File: src/rtl/skew_fifo_pkg.sv
// Shared types and sizing helpers for the skewed B-operand FIFO bank.
package skew_fifo_pkg;

  localparam int DEFAULT_BITS_AB = 8;

  typedef logic signed [DEFAULT_BITS_AB-1:0] elem_t;

  // Lane r taps the stagger pipe at r*SKEW, so the last lane needs (DIM-1)*SKEW+1 stages.
  function automatic int pipe_len(input int dim, input int skew);
    return (dim - 1) * skew + 1;
  endfunction

  function automatic int cnt_w(input int depth);
    return $clog2(depth + 1);
  endfunction

endpackage

File: src/rtl/skew_fifo_bank_if.sv
// Streaming bus of the FIFO bank: request/flush in, staggered per-lane elements out.
interface skew_fifo_bank_if #(
  parameter int BITS_AB = 8,
  parameter int DIM     = 8
);

  logic                      en;
  logic                      clr;
  logic signed [BITS_AB-1:0] Bin  [DIM];
  logic signed [BITS_AB-1:0] Bout [DIM];
  logic [DIM-1:0]            vld_out;
  logic                      busy;

  modport master (output en, clr, Bin, input Bout, vld_out, busy);
  modport slave  (input en, clr, Bin, output Bout, vld_out, busy);

endinterface

File: src/rtl/lane_fifo.sv
// One lane of the bank: a DEPTH-stage shift FIFO with saturating occupancy count.
module lane_fifo
  import skew_fifo_pkg::*;
#(
  parameter int BITS_AB = 8,
  parameter int DEPTH   = 8,
  parameter int CNT_W   = cnt_w(DEPTH)
) (
  input  logic                      clk,
  input  logic                      rst_n,
  input  logic                      clr,
  input  logic                      en,
  input  logic signed [BITS_AB-1:0] d,
  output logic signed [BITS_AB-1:0] q,
  output logic [CNT_W-1:0]          cnt,
  output logic                      primed
);

  localparam logic [CNT_W-1:0] FULL = CNT_W'(DEPTH);

  logic signed [BITS_AB-1:0] stage [DEPTH];

  // A full lane keeps shifting; the oldest element simply falls off the end.
  always_ff @(posedge clk or negedge rst_n) begin
    if (!rst_n) begin
      for (int i = 0; i < DEPTH; i++) stage[i] <= '0;
      cnt <= '0;
    end else if (clr) begin
      for (int i = 0; i < DEPTH; i++) stage[i] <= '0;
      cnt <= '0;
    end else if (en) begin
      stage[0] <= d;
      for (int i = 1; i < DEPTH; i++) stage[i] <= stage[i-1];
      if (cnt != FULL) cnt <= cnt + 1'b1;
    end
  end

  assign q      = stage[DEPTH-1];
  assign primed = (cnt == FULL);

endmodule

File: src/rtl/skew_fifo_bank.sv
// DIM lane FIFOs whose enables are staggered by SKEW cycles per lane, forming
// the diagonal wavefront consumed by the systolic array.
module skew_fifo_bank
  import skew_fifo_pkg::*;
#(
  parameter int BITS_AB = 8,
  parameter int DIM     = 8,
  parameter int DEPTH   = 8,
  parameter int SKEW    = 1
) (
  input logic              clk,
  input logic              rst_n,
  skew_fifo_bank_if.slave  bus
);

  localparam int PIPE_LEN = pipe_len(DIM, SKEW);
  localparam int CNT_W    = cnt_w(DEPTH);

  logic [PIPE_LEN-1:0]       pipe;
  logic [DIM-1:0]            lane_en;
  logic [DIM-1:0]            primed;
  logic signed [BITS_AB-1:0] q [DIM];
  logic [CNT_W-1:0]          occupancy_unused [DIM];

  // The pipe shifts every cycle; bit 0 holds the request sampled at the last edge.
  always_ff @(posedge clk or negedge rst_n) begin
    if (!rst_n) begin
      pipe <= '0;
    end else if (bus.clr) begin
      pipe <= '0;
    end else begin
      pipe <= (pipe << 1) | PIPE_LEN'(bus.en);
    end
  end

  for (genvar r = 0; r < DIM; r++) begin : g_lane
    assign lane_en[r] = pipe[r*SKEW];

    lane_fifo #(
      .BITS_AB (BITS_AB),
      .DEPTH   (DEPTH)
    ) u_lane (
      .clk    (clk),
      .rst_n  (rst_n),
      .clr    (bus.clr),
      .en     (lane_en[r]),
      .d      (bus.Bin[r]),
      .q      (q[r]),
      .cnt    (occupancy_unused[r]),
      .primed (primed[r])
    );

    assign bus.Bout[r]    = lane_en[r] ? q[r] : '0;
    assign bus.vld_out[r] = lane_en[r] & primed[r];
  end

  assign bus.busy = |pipe;

endmodule

File: src/flat_wrapper.sv
// flat-port wrapper written by rule: the top's interface ports become plain ports
module skew_fifo_bank_flat import skew_fifo_pkg::*;
#(
  parameter int BITS_AB = 8,
  parameter int DIM     = 8,
  parameter int DEPTH   = 8,
  parameter int SKEW    = 1
)
  (clk, rst_n, bus_en, bus_clr, bus_Bin, bus_Bout, bus_vld_out, bus_busy);
  skew_fifo_bank_if #(.BITS_AB(BITS_AB), .DIM(DIM)) bus_i ();
  input logic clk;
  input logic rst_n;
  input wire logic [$bits(bus_i.en)-1:0] bus_en;
  input wire logic [$bits(bus_i.clr)-1:0] bus_clr;
  input wire logic [$bits(bus_i.Bin)-1:0] bus_Bin;
  output wire logic [$bits(bus_i.Bout)-1:0] bus_Bout;
  output wire logic [$bits(bus_i.vld_out)-1:0] bus_vld_out;
  output wire logic [$bits(bus_i.busy)-1:0] bus_busy;
  assign bus_i.en = bus_en;
  assign bus_i.clr = bus_clr;
  assign bus_i.Bin = {>>{bus_Bin}};
  assign bus_Bout = {>>{bus_i.Bout}};
  assign bus_vld_out = bus_i.vld_out;
  assign bus_busy = bus_i.busy;
  skew_fifo_bank #(.BITS_AB(BITS_AB), .DIM(DIM), .DEPTH(DEPTH), .SKEW(SKEW)) u_core (.clk(clk), .rst_n(rst_n), .bus(bus_i));
endmodule
File: config.mk
export PLATFORM = sky130hd
export DESIGN_NAME = skew_fifo_bank_flat
export DESIGN_NICKNAME = d
export VERILOG_FILES = /design/src/rtl/skew_fifo_pkg.sv /design/src/rtl/skew_fifo_bank_if.sv /design/src/rtl/lane_fifo.sv /design/src/rtl/skew_fifo_bank.sv /design/src/flat_wrapper.sv
export SDC_FILE = /design/constraint.sdc
export NUM_CORES = 1
export LEC_CHECK = 0
export CAP_MARGIN = 10
export CORE_ASPECT_RATIO = 0.5
export CORE_MARGIN = 2
export CORE_UTILIZATION = 45
export CTS_CLUSTER_DIAMETER = 30
export CTS_CLUSTER_SIZE = 10
export DETAILED_ROUTE_END_ITERATION = 16
export GPL_TIMING_DRIVEN = 1
export MAX_ROUTING_LAYER = met4
export PLACE_DENSITY = 0.66
export SLEW_MARGIN = 20
export SYNTH_ARGS = -nofsm -noshare
export SYNTH_HDL_FRONTEND = slang
export SYNTH_SLANG_ARGS = --single-unit
File: constraint.sdc
create_clock -name clk -period 1.92 [get_ports clk]
set_clock_uncertainty 0.1 [all_clocks]
set_input_delay 0.192 -clock clk [delete_from_list [all_inputs] [get_ports clk]]
set_output_delay 0.192 -clock clk [all_outputs]
set_load 0.005 [all_outputs]
==> results.md <==
* WP data required at 1.63 ns
* Mapped Area at 0.02327 mm2
* Dominant cell type by area after synthesis: dfrtp_1
* N_diodes at 0
* Register area at 0.01384 mm2
* Most Frequent Cell on Critical Path: buf_6
* TritonCTS Buffers at 81
* Yosys top cell area share at around three fifths
* Final setup violation count at 16
* Final Hold Viols at 0
* DR vias/cell at 4.849
* Syn nets at 2036
* Worst slew margin at roughly 70%
* Placed Cells incl. Taps at 2727
* DRT Wirelength at between 40 and 50 mm
* Vias in the first global route at 14360
* Crit path cell chain: buf_6 > nor4_4 > buf_4 > nand2_4 > buf_6
* Worst IR drop on VDD at 0.5059 mV
* # H-tree levels at 3
* Synthesis-to-finish area growth at 25.95%
* Outcome: finished, violations left
* Row Count at 58
* Tot GR Track Use at 17.37%
* DRC Markers at 0
* Fillers at 4201
* Clock buffer depth at 3
* Final min period at ~2.1 ns
* Port Buffer Count at 140
* Dominant cells by area after synthesis: dfrtp_1 59%, mux2i_1 22%, nor2_1 8.7%
* ANT nets after route at 0
* RSZ-0062 raised after global routing: yes
* Post-DP HPWL at 25.50 mm
* Worst Path Arrival at about 1.8 ns
* PwrDens at 929.5 mW/mm2
* Failing checks: negative setup slack
* Critical-path cell with the highest stage delay: dfrtp_4
* Tot Pwr at 0.02724 W
* Root Driver: clkbuf_16
* Largest net degree at the start of global routing at between 60 and 70
* Layout Cells excl Fill at 2947
* Slew Limit Fails at 0
* Layout cells sized above 1 at between 10% and 20%
* CTS tree: built
* Final Core Density at roughly 58%
* Grt total ovfl at 0
* Register area share after synthesis at 59.35%
* Number of clock sinks at 552
* First-pass detailed-route iteration total at 5
* Worst path max stage delay at 0.48 ns
* DRT iter0 DRCs at 889
* CP bufs+invs at 3
* Yosys warns at 0
* Wire length per cell at around 15 um
* Core area at 0.05065 mm2
* Final worst-path setup slack at -0.1704 ns
* First-pass GRT wire length at 74.61 mm
* CP Class: register to primary output
* Initial Util at a little under half
* #FFs+latches synth at 552
* Initial antenna violation count at 0
* Max-cap violations at 0
* Worst min path class: primary input to async pin
* Final Cell Area at 0.02931 mm2
* CP top delay family: flip-flops
* Placement Setup Slack at 0.08720 ns
* GP Congestion at 0.7574
* Cells after synthesis at 1952
* Critical Path Start Type: register
* Post-route clock period utilization at 108.9%
* Die Ht at 164.8 um
* Final #Nets at about 2300
* Reg clk slew, reported paths at around 0.060 ns
* I/O pins at around 140
* CP Max Fanout at 2
* Highest Clock Rate at 478.4 MHz
* Worst-Skew Late Latency at 0.57 ns
* Netlist cell types at 28
* Worst slew pin tran at roughly 0.45 ns
* Die X at 325.6 um
* DIE AREA at 0.05366 mm2
* Crit end category: primary output
* Area of the multi-input gates at 0.008650 mm2
* Avg Cell Area, Syn at 11.92 um2
* Vias post-DR at 14290
* Pleak at 13.05 nW
* Dpl cell area at between 0.02 and 0.03 mm2
## layout by cell type, fill, tap and decap left out, drive strengths merged, types with 7 or more instances in the layout
cell type / count
nand2: 19
or3b: 8
clkinv: 12
nand4: 8
mux2i: 514
ha: 16
bufinv: 7
buf: 196
a21oi: 8
clkinvlp: 9
clkbuf: 126
dfrtp: 552
clkdlybuf4s15: 13
xor2: 8
nand2b: 10
and2: 70
nor2: 541
inv: 27
clkdlybuf4s50: 65
## kinds of logic after synthesis
family                     Yosys count  synth area share, %
AOI/OAI and AO/OA                   22               0.5591
muxes                              516                22.20
adders and majority gates           16               0.8602
buffers and inverters              157                4.247
DFF                                552                59.35
and+or+nand+nor                    681                12.47
xor gates and xnor gates             8               0.3011
## final timing paths
check / slack (ns) / from / to / depth (start not counted)
hold / removal: 0.03 / rst_n / u_core.g_lane[3].u_lane.cnt[0]$_DFFE_PN0P_ / 2
min in group clk: 0.10 / bus_en / u_core.lane_en[0]$_DFF_PN0_ / 2
max in group asynchronous: 0.97 / rst_n / u_core.g_lane[7].u_lane.stage[39]$_DFFE_PN0P_ / 3
hold reg to reg: 0.41 / u_core.g_lane[4].u_lane.q[2]$_DFFE_PN0P_ / u_core.g_lane[4].u_lane.q[2]$_DFFE_PN0P_ / 2
setup reg to reg: 0.07 / u_core.lane_en[5]$_DFF_PN0_ / u_core.g_lane[5].u_lane.cnt[0]$_DFFE_PN0P_ / 5
setup / recovery: -0.17 / u_core.lane_en[5]$_DFF_PN0_ / bus_busy / 5
## per-stage QoR
step	setup TNS [ns]	hold WS, ns
2_1_floorplan	0	-0.2036
4_1_cts	-2.447	0.004337
3_3_place_gp	0	0.03642
3_5_place_dp	0	0.03737
5_1_grt	-2.423	0.02842
6_report	-1.038	0.03198
## cells in the mapped netlist
cell type and number:
a21oi_1 8, and2_1 70, buf_2 68, buf_4 37, buf_6 23, clkbuf_1 5, clkbuf_2 2, dfrtp_1 552
ha_1 16, inv_1 22, mux2_2 2, mux2i_1 514, nand2_1 19, nand2b_1 10, nand3_1 6, nand3b_1 6
nand4_1 8, nand4b_1 6, nor2_1 541, nor2b_1 3, nor3b_1 2, nor4_1 1, nor4_2 1, o21a_1 2
o21ai_1 6, o31ai_1 6, or3b_1 8, xor2_1 8
## registers in the layout (all words and copies together), names as in the netlist
register / cells
u_core.g_lane.u_lane.cnt: 32
u_core.g_lane.u_lane.stage: 448
u_core.lane_en: 8
u_core.g_lane.u_lane.q: 64
## cell type report
type | count | area share [%]
inverters | 22 | 0.2903
clock inverters | 33 | 1.366
clock buffers | 102 | 7.705
multi-input cells | 1243 | 29.51
flip-flops and latches | 552 | 47.23
well taps | 690 | 2.945
repair buffers | 305 | 10.96
## worst reg2reg max path, cell delays in order, from the launching register on
cell,delay [ns]
dfrtp_4,0.41
buf_4,0.11
buf_8,0.12
buf_12,0.39
o21a_1,0.26
mux2_2,0.34
## what timing repair did
item                                    4_1_cts  5_1_grt
endpoints found under the setup margin       73       57
hold buffers                                  2        0
gates cloned                                  6        2
pin swaps                                     7        8
endpoints found under the hold margin       585        0
setup buffers                                62       18
resized for setup                           265      104
## per-layer routing
layer / global-route usage (%) / wire length [um] / vias up
li1: - / - / 7015
met1: 23.36 / 21310 / 7045
met2: 27.04 / 20660 / 155
met3: 3.531 / 1401 / 76
met4: 4.713 / 838 / 0
met5: - / 0 / -
## power by group
group / internal [W] / leakage [nW] / switching (W)
clock network: 0.00923 / 1.28 / 0.00519
registers: 0.0117 / 7.69 / 0.0000234
logic: 0.000474 / 4.08 / 0.000636
total: 0.0214 / 13.1 / 0.00585
(Power assumes the default switching activity.)
